File: src/rtl/axi4_id_compressor.sv
// Wide-to-narrow AXI4 ID translation for one DDR channel.
// Each in-flight wide ID owns a table slot, and the slot index is issued as the narrow ID.
module axi4_id_compressor #(
    parameter int unsigned IN_ID_W   = 16,
    parameter int unsigned OUT_ID_W  = 6,
    parameter int unsigned NUM_SLOTS = 8,
    parameter int unsigned CNT_W     = 4,
    parameter int unsigned AX_PW     = 64,
    parameter int unsigned R_PW      = 515,
    parameter int unsigned B_PW      = 2
) (
    input  logic                CLK,
    input  logic                RST_N,
    // AR
    input  logic                s_arvalid,
    output logic                s_arready,
    input  logic [IN_ID_W-1:0]  s_arid,
    input  logic [AX_PW-1:0]    s_ar_pl,
    output logic                m_arvalid,
    input  logic                m_arready,
    output logic [OUT_ID_W-1:0] m_arid,
    output logic [AX_PW-1:0]    m_ar_pl,
    // AW
    input  logic                s_awvalid,
    output logic                s_awready,
    input  logic [IN_ID_W-1:0]  s_awid,
    input  logic [AX_PW-1:0]    s_aw_pl,
    output logic                m_awvalid,
    input  logic                m_awready,
    output logic [OUT_ID_W-1:0] m_awid,
    output logic [AX_PW-1:0]    m_aw_pl,
    // R
    input  logic                m_rvalid,
    output logic                m_rready,
    input  logic [OUT_ID_W-1:0] m_rid,
    input  logic [R_PW-1:0]     m_r_pl,
    output logic                s_rvalid,
    input  logic                s_rready,
    output logic [IN_ID_W-1:0]  s_rid,
    output logic [R_PW-1:0]     s_r_pl,
    // B
    input  logic                m_bvalid,
    output logic                m_bready,
    input  logic [OUT_ID_W-1:0] m_bid,
    input  logic [B_PW-1:0]     m_b_pl,
    output logic                s_bvalid,
    input  logic                s_bready,
    output logic [IN_ID_W-1:0]  s_bid,
    output logic [B_PW-1:0]     s_b_pl,
    output logic                err_resp
);

    localparam int unsigned IDX_W = (NUM_SLOTS > 1) ? $clog2(NUM_SLOTS) : 1;
    localparam logic [CNT_W-1:0] CNT_MAX = '1;

    // Direction index: 0 = read (AR/R), 1 = write (AW/B)
    logic [1:0]          w_ax_svalid, w_ax_sready, w_ax_mready, w_ax_full;
    logic [IN_ID_W-1:0]  w_ax_sid  [2];
    logic [AX_PW-1:0]    w_ax_spl  [2];
    logic [OUT_ID_W-1:0] w_ax_mid  [2];
    logic [AX_PW-1:0]    w_ax_mpl  [2];
    logic [1:0]          w_rsp_mvalid, w_rsp_sready, w_rsp_last, w_err_c;
    logic [OUT_ID_W-1:0] w_rsp_mid [2];
    logic [IN_ID_W-1:0]  w_rsp_sid [2];
    logic                r_err;

    assign w_ax_svalid  = {s_awvalid, s_arvalid};
    assign w_ax_mready  = {m_awready, m_arready};
    assign w_ax_sid[0]  = s_arid;
    assign w_ax_sid[1]  = s_awid;
    assign w_ax_spl[0]  = s_ar_pl;
    assign w_ax_spl[1]  = s_aw_pl;
    assign w_rsp_mvalid = {m_bvalid, m_rvalid};
    assign w_rsp_sready = {s_bready, s_rready};
    // Every B beat ends its transaction
    assign w_rsp_last   = {1'b1, m_r_pl[0]};
    assign w_rsp_mid[0] = m_rid;
    assign w_rsp_mid[1] = m_bid;

    assign s_arready = w_ax_sready[0];
    assign m_arvalid = w_ax_full[0];
    assign m_arid    = w_ax_mid[0];
    assign m_ar_pl   = w_ax_mpl[0];
    assign s_awready = w_ax_sready[1];
    assign m_awvalid = w_ax_full[1];
    assign m_awid    = w_ax_mid[1];
    assign m_aw_pl   = w_ax_mpl[1];

    assign s_rvalid  = m_rvalid;
    assign m_rready  = s_rready;
    assign s_r_pl    = m_r_pl;
    assign s_rid     = w_rsp_sid[0];
    assign s_bvalid  = m_bvalid;
    assign m_bready  = s_bready;
    assign s_b_pl    = m_b_pl;
    assign s_bid     = w_rsp_sid[1];
    assign err_resp  = r_err;

    for (genvar g = 0; g < 2; g++) begin : g_dir
        logic [NUM_SLOTS-1:0] r_valid;
        logic [IN_ID_W-1:0]   r_id  [NUM_SLOTS];
        logic [CNT_W-1:0]     r_cnt [NUM_SLOTS];
        logic                 r_full;
        logic [OUT_ID_W-1:0]  r_mid;
        logic [AX_PW-1:0]     r_pl;
        logic                 w_hit, w_free, w_slot_ok, w_issue, w_release, w_rsp_ok;
        logic [IDX_W-1:0]     w_hit_idx, w_free_idx, w_sel_idx, w_rsp_idx;
        logic [NUM_SLOTS-1:0] w_inc, w_dec;

        // Table lookup: matching valid slot, else lowest free slot
        always_comb begin
            w_hit      = 1'b0;
            w_hit_idx  = '0;
            w_free     = 1'b0;
            w_free_idx = '0;
            for (int unsigned i = 0; i < NUM_SLOTS; i++) begin
                if (r_valid[i] && (r_id[i] == w_ax_sid[g])) begin
                    w_hit     = 1'b1;
                    w_hit_idx = IDX_W'(i);
                end
                if (!r_valid[i] && !w_free) begin
                    w_free     = 1'b1;
                    w_free_idx = IDX_W'(i);
                end
            end
        end

        assign w_sel_idx      = w_hit ? w_hit_idx : w_free_idx;
        assign w_slot_ok      = w_hit ? (r_cnt[w_hit_idx] != CNT_MAX) : w_free;
        assign w_ax_sready[g] = w_slot_ok && (!r_full || w_ax_mready[g]);
        assign w_issue        = w_ax_svalid[g] && w_ax_sready[g];

        // Response side: restore the wide ID, flag unknown narrow IDs
        assign w_rsp_idx    = w_rsp_mid[g][IDX_W-1:0];
        assign w_rsp_ok     = (32'(w_rsp_mid[g]) < NUM_SLOTS) && r_valid[w_rsp_idx];
        assign w_release    = w_rsp_mvalid[g] && w_rsp_sready[g] && w_rsp_last[g] && w_rsp_ok;
        assign w_rsp_sid[g] = w_rsp_ok ? r_id[w_rsp_idx] : '0;
        assign w_err_c[g]   = w_rsp_mvalid[g] && !w_rsp_ok;

        always_comb begin
            w_inc = '0;
            w_dec = '0;
            for (int unsigned i = 0; i < NUM_SLOTS; i++) begin
                w_inc[i] = w_issue && (w_sel_idx == IDX_W'(i));
                w_dec[i] = w_release && (w_rsp_idx == IDX_W'(i));
            end
        end

        // Slot state; an issue and a release on the same slot cancel out
        always_ff @(posedge CLK or negedge RST_N) begin
            if (!RST_N) begin
                r_valid <= '0;
                for (int unsigned i = 0; i < NUM_SLOTS; i++) begin
                    r_id[i]  <= '0;
                    r_cnt[i] <= '0;
                end
            end else begin
                for (int unsigned i = 0; i < NUM_SLOTS; i++) begin
                    if (w_inc[i] && !w_dec[i]) begin
                        r_valid[i] <= 1'b1;
                        r_id[i]    <= w_ax_sid[g];
                        r_cnt[i]   <= r_cnt[i] + CNT_W'(1);
                    end else if (w_dec[i] && !w_inc[i]) begin
                        r_cnt[i] <= r_cnt[i] - CNT_W'(1);
                        if (r_cnt[i] == CNT_W'(1)) begin
                            r_valid[i] <= 1'b0;
                        end
                    end
                end
            end
        end

        // One-entry issue register toward the narrow-ID slave
        always_ff @(posedge CLK or negedge RST_N) begin
            if (!RST_N) begin
                r_full <= 1'b0;
                r_mid  <= '0;
                r_pl   <= '0;
            end else if (w_issue) begin
                r_full <= 1'b1;
                r_mid  <= OUT_ID_W'(w_sel_idx);
                r_pl   <= w_ax_spl[g];
            end else if (w_ax_mready[g]) begin
                r_full <= 1'b0;
            end
        end

        assign w_ax_full[g] = r_full;
        assign w_ax_mid[g]  = r_mid;
        assign w_ax_mpl[g]  = r_pl;
    end

    always_ff @(posedge CLK or negedge RST_N) begin
        if (!RST_N) begin
            r_err <= 1'b0;
        end else if (|w_err_c) begin
            r_err <= 1'b1;
        end
    end

endmodule

File: config.mk
export PLATFORM = sky130hd
export DESIGN_NAME = axi4_id_compressor
export DESIGN_NICKNAME = d
export VERILOG_FILES = /design/src/rtl/axi4_id_compressor.sv
export SDC_FILE = /design/constraint.sdc
export NUM_CORES = 1
export LEC_CHECK = 0
export ABC_CLOCK_PERIOD_IN_PS = 4300
export CORE_AREA = 8 8 545 547
export CTS_CLUSTER_SIZE = 8
export DETAILED_ROUTE_END_ITERATION = 12
export DIE_AREA = 0 0 553 555
export GPL_TIMING_DRIVEN = 0
export PLACE_DENSITY = 0.32
export SLEW_MARGIN = 10
export SYNTH_ARGS = -nofsm -noshare
export SYNTH_HDL_FRONTEND = slang
export SYNTH_SLANG_ARGS = --single-unit
File: constraint.sdc
create_clock -name CLK -period 4.3 [get_ports CLK]
set_input_delay 0.645 -clock CLK [delete_from_list [all_inputs] [get_ports CLK]]
set_output_delay 0.645 -clock CLK [all_outputs]
set_load 0.05 [all_outputs]
==> Word level (Yosys, flattened, before mapping) <==
Index checks and enable logic that the tools add are counted.
{ "totals": {"regBits": 473, "inputBits": 699, "output_inout_bits": 698, "elab_cells": 553} }
{ "op_classes": {"n_addsub": 32, "order_cmp": 8, "eq_ne": 62, "mux": 166, "n_bitwise": 4, "n_reduce_logical": 226} }
{ "op_table": {"columns": ["operator", "n"], "rows": [
  ["$eq A16 B16 Y1", 16],
  ["$mux W4", 36],
  ["$logic_and A1 B1 Y1", 107],
  ["$bmux W16 S3", 2],
  ["$mux W16", 6],
  ["$mux W1", 92],
  ["$mux W3", 24],
  ["$reduce_bool A2 Y1", 34],
  ["$add A4 B1 Y4 const B", 16],
  ["$eq A4 B1 Y1 const B", 16],
  ["$sub A4 B1 Y4 const B", 16],
  ["$logic_not A1 Y1", 62],
  ["$eq A3 B3 Y1 const B", 16],
  ["$reduce_and A2 Y1", 16],
  ["$bmux W4 S3", 2],
  ["$eq A3 B2 Y1 const B", 8],
  ["$ge A4 B4 Y1 const B", 4],
  ["$not A3 Y4", 4],
  ["$eq A3 B1 Y1 const B", 4],
  ["$logic_not A3 Y1", 4],
  ["$lt A6 B4 Y1 const B", 2],
  ["$lt A3 B4 Y1 const B", 2],
  ["$ne A4 B4 Y1 const B", 2],
  ["$bmux W1 S3", 2],
  ["3 further kinds", 5]
]} }

==> Depth between registers and ports, before layout <==
{ "depth": {"depth_word": 29, "depth_mapped": 18, "ltp_nobuf": 14} }

==> Least setup slack after synthesis <==
Ideal clock, no wire load.
{ "synth_timing": {"path_type": "in2reg", "startpoint": "input port s_arid[9]", "endpoint": "register g_dir[0].r_id[10] (netlist bit)", "setup_ns": 0.125, "arrival_ns": 4.635, "required_ns": 4.175, "setup_slack_ns": -0.459, "path_stages": 16, "path_buffers": 5, "cell_sequence": "buf_2 -> xor2_1 -> or4_1 -> or3_1 -> nor3_4 -> or4_1 -> nand4_1 -> a2111oi_4 -> nand2_2 -> buf_6 -> buf_6 -> nor4b_1 -> ha_1 -> clkbuf_1 -> buf_1 -> mux2_2"} }
{ "synth_between": {"elab_chain_len": 19, "word_cells_on_any_way": 43, "classes_between": "eq/ne (10); mux (20); bitwise (1); reduce/logical (12)"} }
{ "synth_lines": {"columns": ["item", "line_no", "text"], "rows": [
  ["from (decl)", "17", "input logic [IN_ID_W-1:0] s_arid,"],
  ["$eq A16 B16 Y1", "117", "if (r_valid[i] && (r_id[i] == w_ax_sid[g])) begin"],
  ["$logic_and A1 B1 Y1", "117", null],
  ["$mux W1", "117", null],
  ["$mux W2 (2 in series)", "117", null],
  ["$mux W3 (4 in series)", "117", null],
  ["$not A3 Y4 (implied by the code)", "129", "assign w_slot_ok = w_hit ? (r_cnt[w_hit_idx] != CNT_MAX) : w_free;"],
  ["$bmux W4 S3", "129", null],
  ["$mux W4 (implied by the code) (2 in series)", "129", null],
  ["$ne A4 B4 Y1", "129", null],
  ["$mux W1", "129", null],
  ["$logic_and A1 B1 Y1", "130", "assign w_ax_sready[g] = w_slot_ok && (!r_full || w_ax_mready[g]);"],
  ["$logic_and A1 B1 Y1", "131", "assign w_issue = w_ax_svalid[g] && w_ax_sready[g];"],
  ["$logic_and A1 B1 Y1 (*)", "144", "w_inc[i] = w_issue && (w_sel_idx == IDX_W'(i));"],
  ["$logic_and A1 B1 Y1 (*)", "159", "if (w_inc[i] && !w_dec[i]) begin"],
  ["to (signal, indexed assignment)", "161", "r_id[i] <= w_ax_sid[g];"],
  ["to (decl)", "101", "logic [IN_ID_W-1:0] r_id [NUM_SLOTS];"]
]} }
Mark *: on every way between the ends. The rest lies on a longest branch, timed or not. The select of a mux whose other input is x is not followed.
A chain may end at the register's enable or synchronous reset.

==> Final worst setup path <==
{ "layout_timing": {"startpoint": "input port s_arid[5]", "endpoint": "output port s_arready"} }
{ "layout_between": {"elab_chain_len": 16, "word_cells_on_any_way": 38, "classes_between": "eq/ne (9); mux (19); bitwise (1); reduce/logical (9)"} }
{ "layout_lines": {"columns": ["item", "line_no", "text"], "rows": [
  ["$eq A16 B16 Y1", "117", null],
  ["$logic_and A1 B1 Y1", "117", null],
  ["$mux W1", "117", null],
  ["$mux W2 (2 in series)", "117", null],
  ["$mux W3 (4 in series)", "117", null],
  ["$not A3 Y4 (implied by the code)", "129", null],
  ["$bmux W4 S3", "129", null],
  ["$mux W4 (implied by the code) (2 in series)", "129", null],
  ["$ne A4 B4 Y1", "129", null],
  ["$mux W1 (*)", "129", null],
  ["$logic_and A1 B1 Y1 (*)", "130", null],
  ["to (decl)", "16", "output logic s_arready,"]
]} }
Marked as above.

==> metrics.md <==
| Metric | Value |
|---|---|
| Metal3 WL | `27.5 mm` |
| Reg-to-Reg Start | `g_dir[0].r_id[84]$_DFFE_PN0P_` |
| R2R cell count | `16` |
| First-pass GRT wire length | `345 mm` |
| Max IR drop VDD | `0.276 mV` |
| Worst R2R Setup Slack | `0.15 ns` |
| GRT Overall Usage | `0.176` |
| Final setup margin | `0.0674 ns` |
| P_sw | `0.00803 W` |
| Largest net degree at the start of global routing | `84` |
| Slowest CP cell | `clkbuf_1` |
| # DRC | `0` |
| Max-slew headroom | `0.0604` |
| Clock group share of total power | `0.314` |
| DR top layer | `met5` |
| Initial antenna violation count | `114` |
| Comb pwr share | `0.377` |
| Sequential cell area fraction in the yosys report | `0.388` |
| EDFF count, synth | `0` |
| DR vias | `25700` |
| Die Ht | `555 microns` |
| Clk buf depth | `3` |
| Final ANT Viol Nets | `0` |
| Initial core utilization | `0.106` |
| Met1 wire length | `121 mm` |
| Vias per cell | `3.39` |
| Setup TNS | `0 ns` |
| DRT Wirelength | `283 mm` |
| Static leakage | `20.1 nW` |
| IO buf count | `838` |
| GRT overflow | `0` |
| RR Endpoint | `g_dir[0].r_id[13]$_DFFE_PN0P_` |
| Die W | `553 microns` |
| Outcome | `finished, final reports clean` |
| Final setup vio count | `0` |
| Crit path capture | `s_arready` |
| Synth async-reset ratio | `1.00` |
| Period utilization | `0.984` |
| FILL cells | `32200` |
| Worst Skew | `0.0270 ns` |
| Switching power share of the total | `0.400` |
| Setup crit end kind | `primary output` |
| Max Transition Viols Final | `0` |
| DR iter-0 viols | `1470` |
| Num CTS Buffers | `77` |
| Max H-tree Level | `3` |
| DR WL/cell | `37.4 microns` |
| Sinks on Clock Net | `473` |
| Clock-pin slew on the worst setup and hold paths | `0.05 ns` |
| Power per cell area | `418 mW/mm^2` |
| CTS tree | `done` |
| Least-Margin Pin Slew | `1.41 ns` |
| Sequential power share | `0.309` |
| Top_reg_cell synth | `dfrtp_1` |
| Core area | `0.289 sq mm` |
| Commonest non-fill, non-tap cell in the layout | `clkdlybuf4s50_1` |
| Most frequent cells in the layout | `768 x clkdlybuf4s50_1, 562 x buf_4, 471 x dfrtp_1` |
| Arr. time, crit path | `3.59 ns` |
| Detail Placement HPWL | `253 mm` |
| Max Fanout on Critical Path | `10` |
| Final nets | `4496` |
| DP Worst Slack | `-2.94 ns` |
| Critical Path, Cell by Cell | `clkbuf_1 > clkbuf_2 > xnor2_1 > nand3_1 > or2_2 > a2111o_1 > mux2_2 > and4b_2 > buf_8` |
| Fin. Hold Viols | `0` |
| Critical path class | `in2out` |
| Root Driver | `clkbuf_16` |
| Synthesized area | `0.0305 sq mm` |
| Worst Path Required | `3.65 ns` |
| Warnings from Yosys | `0` |
| Vias in the first global route | `26100` |
| Die area | `0.307 sq mm` |
| I/O pin cnt | `1397` |
| Worst-Skew Late Latency | `0.69 ns` |
| Max Cap Viol | `0` |
| Cells after synthesis | `2757` |
| Number of synthesized register bits | `473` |
| Slowest stage delay, CP | `0.53 ns` |
| Synth-to-Final Area Change | `57.4%` |
| Layout cells sized above 1 | `0.379` |
| RSZ-0062 raised after global routing | `true` |
| WL met2 | `127 mm` |
| Final min period | `4.23 ns` |
| FP Rows | `198` |
| Int Power | `0.0120 W` |
| Avg Cell Area, Syn | `11.1 sq um` |
| Crit path from | `s_arid[5]` |
| Fmax achieved | `0.236 GHz` |
| Hold Crit Class | `in2async` |
| First-pass iteration count of the detailed router | `7` |
| Synth unique cells | `70` |
| Startpoint class of the critical path | `input pin` |
| GP Congestion | `0.996` |
cell type report:
| type | count | area (sq um) | area share |
|---|---|---|---|
| tap | 3800 | 4750 | 0.0991 |
| clock buffer | 104 | 2190 | 0.0457 |
| inverter | 50 | 189 | 0.00394 |
| multi-input combinational | 1569 | 14900 | 0.310 |
| antenna | 19 | 47.5 | 0.000991 |
| sequential | 473 | 11800 | 0.247 |
| clock inverter | 14 | 220 | 0.00459 |
| buffer | 664 | 5100 | 0.106 |
| timing repair buffer | 882 | 8770 | 0.183 |
power groups by stage:
| stage | logic [W] | registers (W) | clock network, W |
|---|---|---|---|
| 2_1_floorplan | 0.00377 | 0.00667 | 0 |
| 3_3_place_gp | 0.00736 | 0.00623 | 0 |
| 3_5_place_dp | 0.00736 | 0.00623 | 0 |
| 4_1_cts | 0.00757 | 0.00619 | 0.00663 |
| 5_1_grt | 0.00798 | 0.00634 | 0.00672 |
| 6_report | 0.00755 | 0.00620 | 0.00629 |
synth_stat cells, drive strengths merged, types with 2 or more instances:
cell,number,share of area
a31oi,3,0.00062
nand2,139,0.017
o211ai,2,0.00049
xnor2,140,0.040
ha,80,0.033
clkinv,2,0.00025
clkbuf,87,0.011
mux4,68,0.050
buf,583,0.14
a21o,16,0.0039
a2111o,2,0.00074
nand2b,7,0.0014
o2111a,2,0.00074
xor2,164,0.047
mux2,399,0.15
nand3,34,0.0056
and4b,5,0.0016
a311oi,2,0.0011
or3,6,0.0012
a21oi,70,0.011
nor4b,5,0.0014
nor2,74,0.0091
nand3b,10,0.0025
o31ai,3,0.00074
nor3,45,0.0078
a2111oi,2,0.0012
o311ai,2,0.00057
and3,8,0.0016
nand4,78,0.016
and4,5,0.0014
and2,4,0.00082
nand4b,5,0.0014
mux2i,23,0.0075
a211oi,6,0.0015
o21ai,30,0.0049
nor4,50,0.010
or2,8,0.0016
nor3b,3,0.00074
dfrtp,473,0.39
o2111ai,2,0.00057
nor2b,16,0.0033
or4b,3,0.00098
or4,27,0.0066
inv,48,0.0059
metal layers:
layer / track usage / up-vias
met4: 0.0385 / 26
met3: 0.0751 / 286
met2: 0.280 / 1170
li1: - / 11000
met1: 0.222 / 13200
met5: 0 / -
sequential cells by signal, indices dropped and copies added (netlist names):
signal and count:
m_aw_pl 64, err_resp 1, m_awvalid 1, g_dir.r_valid 16
m_ar_pl 64, g_dir.r_id 256, g_dir.r_cnt 64, m_awid 3
m_arvalid 1, m_arid 3
worst max-delay path, delay by kind of cell:
family	cells	cell delay [ns]
muxes	1	0.28
AOI/OAI and AO/OA	1	0.46
xor gates and xnor gates	1	0.24
buffers and inverters	3	1.11
and+or+nand+nor	3	0.83
cell families (layout without fill, tap and decap cells):
| group | count (synthesis) | in the layout | synth area share |
|---|---|---|---|
| buf+inv | 720 | 1714 | 0.157 |
| simple gates | 536 | 536 | 0.0941 |
| mux | 490 | 490 | 0.209 |
| flops | 473 | 473 | 0.388 |
| xor+xnor | 304 | 304 | 0.0873 |
| compound gates | 153 | 153 | 0.0317 |
| fa+ha+maj | 80 | 80 | 0.0328 |
| other cells | 1 | 25 | 0.000123 |
timing repair:
| item | 4_1_cts | 5_1_grt |
|---|---|---|
| resized for setup | 262 | 115 |
| hold buffers | 1 | 0 |
| gates cloned | 0 | 3 |
| buffers inserted | 15 | 19 |
| pin swaps | 34 | 32 |
| endpoints found under the setup margin | 438 | 246 |
| hold endpoints to repair | 55 | 0 |
how the worst min path moves through the flow:
stage                                   startpoint                        endpoint  slack, ns  cells after the start
detailed placement  g_dir[1].r_cnt[23]$_DFFE_PN0P_  g_dir[1].r_cnt[23]$_DFFE_PN0P_       0.48                      1
global route                                 RST_N    g_dir[0].r_id[5]$_DFFE_PN0P_       0.48                      2
CTS                                          RST_N    g_dir[0].r_id[5]$_DFFE_PN0P_       0.42                      2
finish                                       RST_N    g_dir[0].r_id[5]$_DFFE_PN0P_       0.47                      2
global placement           m_ar_pl[44]$_DFFE_PN0P_         m_ar_pl[44]$_DFFE_PN0P_       0.47                      1
floorplan                                    RST_N            err_resp$_DFFE_PN0P_       0.35                      0
stage by stage:
step / utilization / hold slack, ns / cell area, sq um / total power (W) / instances
floorplan: - / 0.349 / 30800 / 0.0104 / 2762
global placement: 0.152 / 0.475 / 43900 / 0.0136 / 7400
detailed placement: 0.152 / 0.481 / 44000 / 0.0136 / 7406
CTS: 0.164 / 0.419 / 47400 / 0.0204 / 7536
global route: 0.166 / 0.476 / 48000 / 0.0210 / 7563
finish: 0.166 / 0.475 / 48000 / 0.0200 / 7575
No activity file was read; power rests on OpenSTA's default activity.
